File: src/rtl/negc_pipe.sv
// negc_pipe: pipelined, multi-lane conditional two's complementer.
//
// Each lane computes Z = f(A, Mode): 00 pass, 01 negate, 10 abs, 11 -abs.
// The lane result is formed combinationally and then carried through
// `stages` register stages. All lanes share one valid/ready handshake.
// The ready chain is combinational, so the pipeline has no bubbles and
// can accept and emit one beat per cycle.
//
// Ports:
//   CLK       in   1             clock, rising edge
//   RSTN      in   1             asynchronous active-low reset
//   InValid   in   1             input beat valid
//   InReady   out  1             input beat accepted when InValid & InReady
//   A         in   lanes*width   operands, lane i = A[i*width +: width]
//   Mode      in   2             00 pass, 01 negate, 10 abs, 11 -abs
//   OutValid  out  1             output beat valid
//   OutReady  in   1             downstream accept
//   Z         out  lanes*width   results, same lane packing as A
//   Ovf       out  lanes         per-lane overflow (result not representable)
//   OvfCnt    out  16            saturating count of emitted beats with any Ovf
//
// Configuration macro NEGC_PIPE_SAT_EN:
//   defined   -> an overflowing lane saturates to the maximum positive value
//   undefined -> an overflowing lane wraps (most negative value unchanged)

package lau_pkg;
  typedef enum logic [0:0] {
    FAST = 1'b0,
    SLOW = 1'b1
  } speed_e;
endpackage

module negc_pipe #(
  parameter int              width  = 8,
  parameter int              lanes  = 4,
  parameter int              stages = 2,
  parameter lau_pkg::speed_e speed  = lau_pkg::FAST
) (
  input  logic                   CLK,
  input  logic                   RSTN,
  input  logic                   InValid,
  output logic                   InReady,
  input  logic [lanes*width-1:0] A,
  input  logic [1:0]             Mode,
  output logic                   OutValid,
  input  logic                   OutReady,
  output logic [lanes*width-1:0] Z,
  output logic [lanes-1:0]       Ovf,
  output logic [15:0]            OvfCnt
);

  localparam logic [width-1:0] MostNeg = {1'b1, {(width-1){1'b0}}};
  localparam logic [width-1:0] MaxPos  = {1'b0, {(width-1){1'b1}}};

  logic [lanes*width-1:0] laneZ;
  logic [lanes-1:0]       laneOvf;

  // Per-lane NegC: decide whether to negate, then form (A ^ neg) + neg.
  for (genvar i = 0; i < lanes; i++) begin : g_lane
    logic [width-1:0] laneA;
    logic [width-1:0] negRes;
    logic             neg;
    logic             ovf;

    assign laneA = A[i*width +: width];

    always_comb begin
      neg = 1'b0;
      case (Mode)
        2'b01:   neg = 1'b1;
        2'b10:   neg = laneA[width-1];
        2'b11:   neg = ~laneA[width-1];
        default: neg = 1'b0;
      endcase
    end

    if (speed == lau_pkg::FAST) begin : g_fast
      // Leave the increment to the synthesis tool's fast adder.
      assign negRes = (laneA ^ {width{neg}}) + {{(width-1){1'b0}}, neg};
    end else begin : g_ripple
      // Explicit ripple of half adders: smallest, slowest increment.
      logic [width-1:0] carry;
      always_comb begin
        carry    = '0;
        negRes   = '0;
        carry[0] = neg;
        for (int j = 0; j < width; j++) begin
          negRes[j] = (laneA[j] ^ neg) ^ carry[j];
          if (j < width - 1) begin
            carry[j+1] = (laneA[j] ^ neg) & carry[j];
          end
        end
      end
    end

    // Only negating the most negative value cannot be represented.
    assign ovf        = neg & (laneA == MostNeg);
    assign laneOvf[i] = ovf;

`ifdef NEGC_PIPE_SAT_EN
    assign laneZ[i*width +: width] = ovf ? MaxPos : negRes;
`else
    assign laneZ[i*width +: width] = negRes;
`endif
  end

  // Pipeline state and the values each stage would load next.
  logic [stages-1:0]      valid_q;
  logic [lanes*width-1:0] z_q   [stages];
  logic [lanes-1:0]       ovf_q [stages];

  logic [stages-1:0]      valid_d;
  logic [lanes*width-1:0] z_d   [stages];
  logic [lanes-1:0]       ovf_d [stages];

  logic [stages:0]        ready;
  logic [15:0]            ovfCnt_q;

  // Backwards ready chain: a stage can load if it is empty or its
  // successor is loading this cycle.
  always_comb begin
    ready         = '0;
    ready[stages] = OutReady;
    for (int k = stages - 1; k >= 0; k--) begin
      ready[k] = ~valid_q[k] | ready[k+1];
    end
  end

  // Stage 0 is fed from the combinational lane results, later stages
  // from their predecessor.
  always_comb begin
    valid_d[0] = InValid;
    z_d[0]     = laneZ;
    ovf_d[0]   = laneOvf;
    for (int k = 1; k < stages; k++) begin
      valid_d[k] = valid_q[k-1];
      z_d[k]     = z_q[k-1];
      ovf_d[k]   = ovf_q[k-1];
    end
  end

  // Stage registers: a stage only changes when it is allowed to load,
  // so a stalled output holds its data.
  always_ff @(posedge CLK or negedge RSTN) begin
    if (!RSTN) begin
      valid_q <= '0;
      for (int k = 0; k < stages; k++) begin
        z_q[k]   <= '0;
        ovf_q[k] <= '0;
      end
    end else begin
      for (int k = 0; k < stages; k++) begin
        if (ready[k]) begin
          valid_q[k] <= valid_d[k];
          z_q[k]     <= z_d[k];
          ovf_q[k]   <= ovf_d[k];
        end
      end
    end
  end

  // Count emitted beats that carry any overflow; stick at all-ones.
  always_ff @(posedge CLK or negedge RSTN) begin
    if (!RSTN) begin
      ovfCnt_q <= '0;
    end else if (OutValid && OutReady && (|Ovf) && (ovfCnt_q != 16'hFFFF)) begin
      ovfCnt_q <= ovfCnt_q + 16'd1;
    end
  end

  assign InReady  = ready[0];
  assign OutValid = valid_q[stages-1];
  assign Z        = z_q[stages-1];
  assign Ovf      = ovf_q[stages-1];
  assign OvfCnt   = ovfCnt_q;

endmodule

File: config.mk
export PLATFORM = sky130hd
export DESIGN_NAME = negc_pipe
export DESIGN_NICKNAME = d
export VERILOG_FILES = /design/src/rtl/negc_pipe.sv
export SDC_FILE = /design/constraint.sdc
export NUM_CORES = 1
export LEC_CHECK = 0
export BUFFER_PORTS_ARGS = -buffer_cell sky130_fd_sc_hd__buf_2
export CAP_MARGIN = 30
export CORE_MARGIN = 1.5
export CORE_UTILIZATION = 54
export DETAILED_ROUTE_END_ITERATION = 16
export PLACE_DENSITY_LB_ADDON = 0.25
export SYNTH_ARGS = -nofsm -noshare
export SYNTH_HDL_FRONTEND = slang
export SYNTH_SLANG_ARGS = --single-unit
File: constraint.sdc
create_clock -name CLK -period 1.8 [get_ports CLK]
set_input_delay 0.27 -clock CLK [delete_from_list [all_inputs] [get_ports CLK]]
set_output_delay 0.27 -clock CLK [all_outputs]
set_load 0.05 [all_outputs]
==> metrics.md <==
| Metric | Value |
|---|---|
| Layout area overhead | 25.2% |
| Largest net degree at the start of global routing | 42 |
| Cell leakage power | 2.46 nW |
| Drt initial violations | 85 |
| Final WS setup | 0.0692 ns |
| Synth warn | 0 |
| Vias per inst | 5.26 |
| Gpl congestion | 0.851 |
| Pins Over Slew Limit | 0 |
| Sum of negative setup slack | 0 ns |
| Top FF cell, synth | dfrtp_1 |
| ANT nets after route | 0 |
| Core area | 7690 µm² |
| WL per Instance | 13.4 µm |
| TritonCTS clock tree | built |
| PwrDens | 1020 nW/µm² |
| Critical Path Source Type | flip-flop |
| Placed cell count | 611 |
| Worst VDD drop | 0.000609 V |
| RSZ-0062 raised after global routing | yes |
| Worst Path Arrival | 1.46 ns |
| Slew at the pin closest to its max-slew limit | 0.522 ns |
| Clock-pin slew on the worst setup and hold paths | 0.08 ns |
| Initial Util | 55.2% |
| M2 GR Usage | 37.5% |
| Met3 Usage GRT | 3.32% |
| Yosys top cell area share | 53.0% |
| Die width | 91.7 µm |
| Initial antenna violation count | 0 |
| Placement Setup Slack | -0.243 ns |
| DRC Markers | 0 |
| Asr flop ratio synth | 100% |
| Yosys reg bits | 90 |
| Mapped Avg Cell Area | 10.6 µm² |
| Top post-synthesis cells by count | dfrtp_1, nand2_1, nor2_1 |
| Max-cap violations | 0 |
| DP Area | 5090 µm² |
| Hold Path Class | input port to flip-flop |
| Port Buffers | 91 |
| Post-synth EDFFs | 0 |
| CP Capture Type | output pin |
| GR Util All Layers | 21.0% |
| Pint | 0.00352 W |
| CP Class | flip-flop to output pin |
| Status | completed |
| Crit path required time | 1.53 ns |
| Post-layout util | 69.2% |
| Final min period | 1.73 ns |
| Global-route wire length before repair | 14.1 mm |
| Yosys top cell by area | dfrtp_1 |
| Core Rows | 32 |
| Sw Ratio | 35.0% |
| Highest Clock Rate | 578 MHz |
| Worst skew pair latency | 0.34 ns |
| Mapped Cells | 400 |
| Total setup buffers inserted after CTS | 0 |
| Drt pass-1 iters | 4 |
| Fin cells | 628 |
| Final Cell Area | 5320 µm² |
| Clk root buf | clkbuf_8 |
| Synth top area cells | dfrtp_1, mux2_2, xnor2_1, nand2_1, nor2_1 |
| GRT overflow | 0 |
| Dpl hpwl | 6.33 mm |
| H-tree depth | 3 |
| Slew margin rel. | 65.2% |
| Period utilization | 96.2% |
| # diodes | 0 |
| Count of final setup violators | 0 |
| CTS max path bufs | 2 |
| Worst-case clock skew | 0.0116 ns |
| Die area | 8410 µm² |
| Netlist Area Pre-Place | 4250 µm² |
| Vias | 3302 |
| Top Ports | 92 |
| Distinct cells, synth | 39 |
| Net Switching | 0.00189 W |
| GR peak layer | met2 |
| Total CTS buffers | 9 |
| Nets | 563 |
| Reg2Reg Setup Slack | 0.09 ns |
| Height of the chip | 91.7 µm |
| Met1 Track Usage GR | 25.4% |
| Sequential fraction of the synthesis area | 53.0% |
| Clock group share of total power | 25.3% |
| Most common cell in the netlist | dfrtp_1 |
| Syn nets | 442 |
| Vias in the first global route | 3206 |
| Clock Sinks | 90 |
| Layout cells sized above 1 | 39.9% |
| Comb power frac | 29.2% |
| Proportion of power drawn by flip-flops and latches | 45.5% |
| Final wirelength | 8.42 mm |
| Worst-path fanout max | 5 |
| Endpoints failing hold | 0 |
-- state kept, by name (all words and copies together) (netlist names) --
register and flops:
Ovf 4, ovf_d 4, Z 32, valid_q 2, z_d 32, OvfCnt 16
-- cells in the final DEF, fill, tap and decap left out, drive strengths merged --
cell type      n
a2111oi        1
mux2i          1
clkinvlp       1
or3            1
nand3b         3
nor4           3
nand2b         3
inv            3
nor2b          7
nor2          40
o311ai         1
nand4          9
a21o           1
nand2         52
nand3         10
and4           2
nor3           6
a21oi         28
ha             4
a2bb2oi        3
dlygate4sd3    1
mux2          37
o31ai          5
nor3b          1
xor2          15
or4            1
bufinv         1
buf          125
or2            3
xnor2         34
o21ai          9
or3b           1
and3           1
dfrtp         90
and2           4
nor4b          1
a21bo          3
clkbuf        12
clkinv         2
a31oi          1
-- kinds of logic after synthesis --
group           after synthesis  synth area share [%]
simple gates                148                  16.4
flops                        90                  53.0
compound gates               52                  7.48
xor+xnor                     49                  10.1
mux                          38                  10.0
buf+inv                      19                  1.77
fa+ha+maj                     4                  1.18
-- cell type report --
class	instances	area, µm²
tap	102	128
inverter	3	11.3
sequential	90	2270
timing repair buffer	126	736
clock inverter	4	51.3
clock buffer	12	145
multi-input combinational	291	1980
fill	649	2370
-- path summary, 6_finish.rpt --
path / start / end / cells after the start
worst max-delay path: valid_q[1]$_DFFE_PN0P_ / InReady / 4
worst min-delay path: InValid / valid_q[0]$_DFFE_PN0P_ / 2
worst max register to register: OvfCnt[0]$_DFFE_PN0P_ / OvfCnt[1]$_DFFE_PN0P_ / 5
worst min register to register: valid_q[0]$_DFFE_PN0P_ / valid_q[1]$_DFFE_PN0P_ / 1
max in group asynchronous: RSTN / Z[23]$_DFFE_PN0P_ / 3
min in group asynchronous: RSTN / OvfCnt[13]$_DFFE_PN0P_ / 2
-- metal layers --
metal / part of all wire (%) / wire length (µm)
met1: 44 / 3680
met2: 50 / 4240
met3: 4.1 / 347
met4: 1.8 / 153
met5: 0 / 0
-- timing repair --
| action | in CTS | in global routing |
|---|---|---|
| hold endpoints to repair | 38 | 0 |
| setup endpoints to repair | 0 | 4 |
| hold buffers | 1 | 0 |
| resized for setup | 0 | 4 |
-- power groups by stage --
stage / Clock [W] / Sequential (W) / Combinational, W
after floorplan: 0 / 0.00311 / 0.000527
after CTS: 0.00140 / 0.00247 / 0.00159
after global routing: 0.00146 / 0.00251 / 0.00169
final: 0.00137 / 0.00246 / 0.00158
after detailed placement: 0 / 0.00251 / 0.00159
after global placement: 0 / 0.00250 / 0.00156
-- critical path, cell delays in order (launching register included) --
cell	delay, ns
dfrtp_2	0.42
nor2b_4	0.14
and2_1	0.18
inv_2	0.12
buf_2	0.28
-- per-stage QoR --
stage | power [W] | hold WS (ns)
6_report | 0.00541 | 0.134
4_1_cts | 0.00546 | 0.129
3_5_place_dp | 0.00410 | 0.283
2_1_floorplan | 0.00363 | -0.0256
3_3_place_gp | 0.00406 | 0.279
5_1_grt | 0.00566 | 0.137
(Power assumes the default switching activity.)
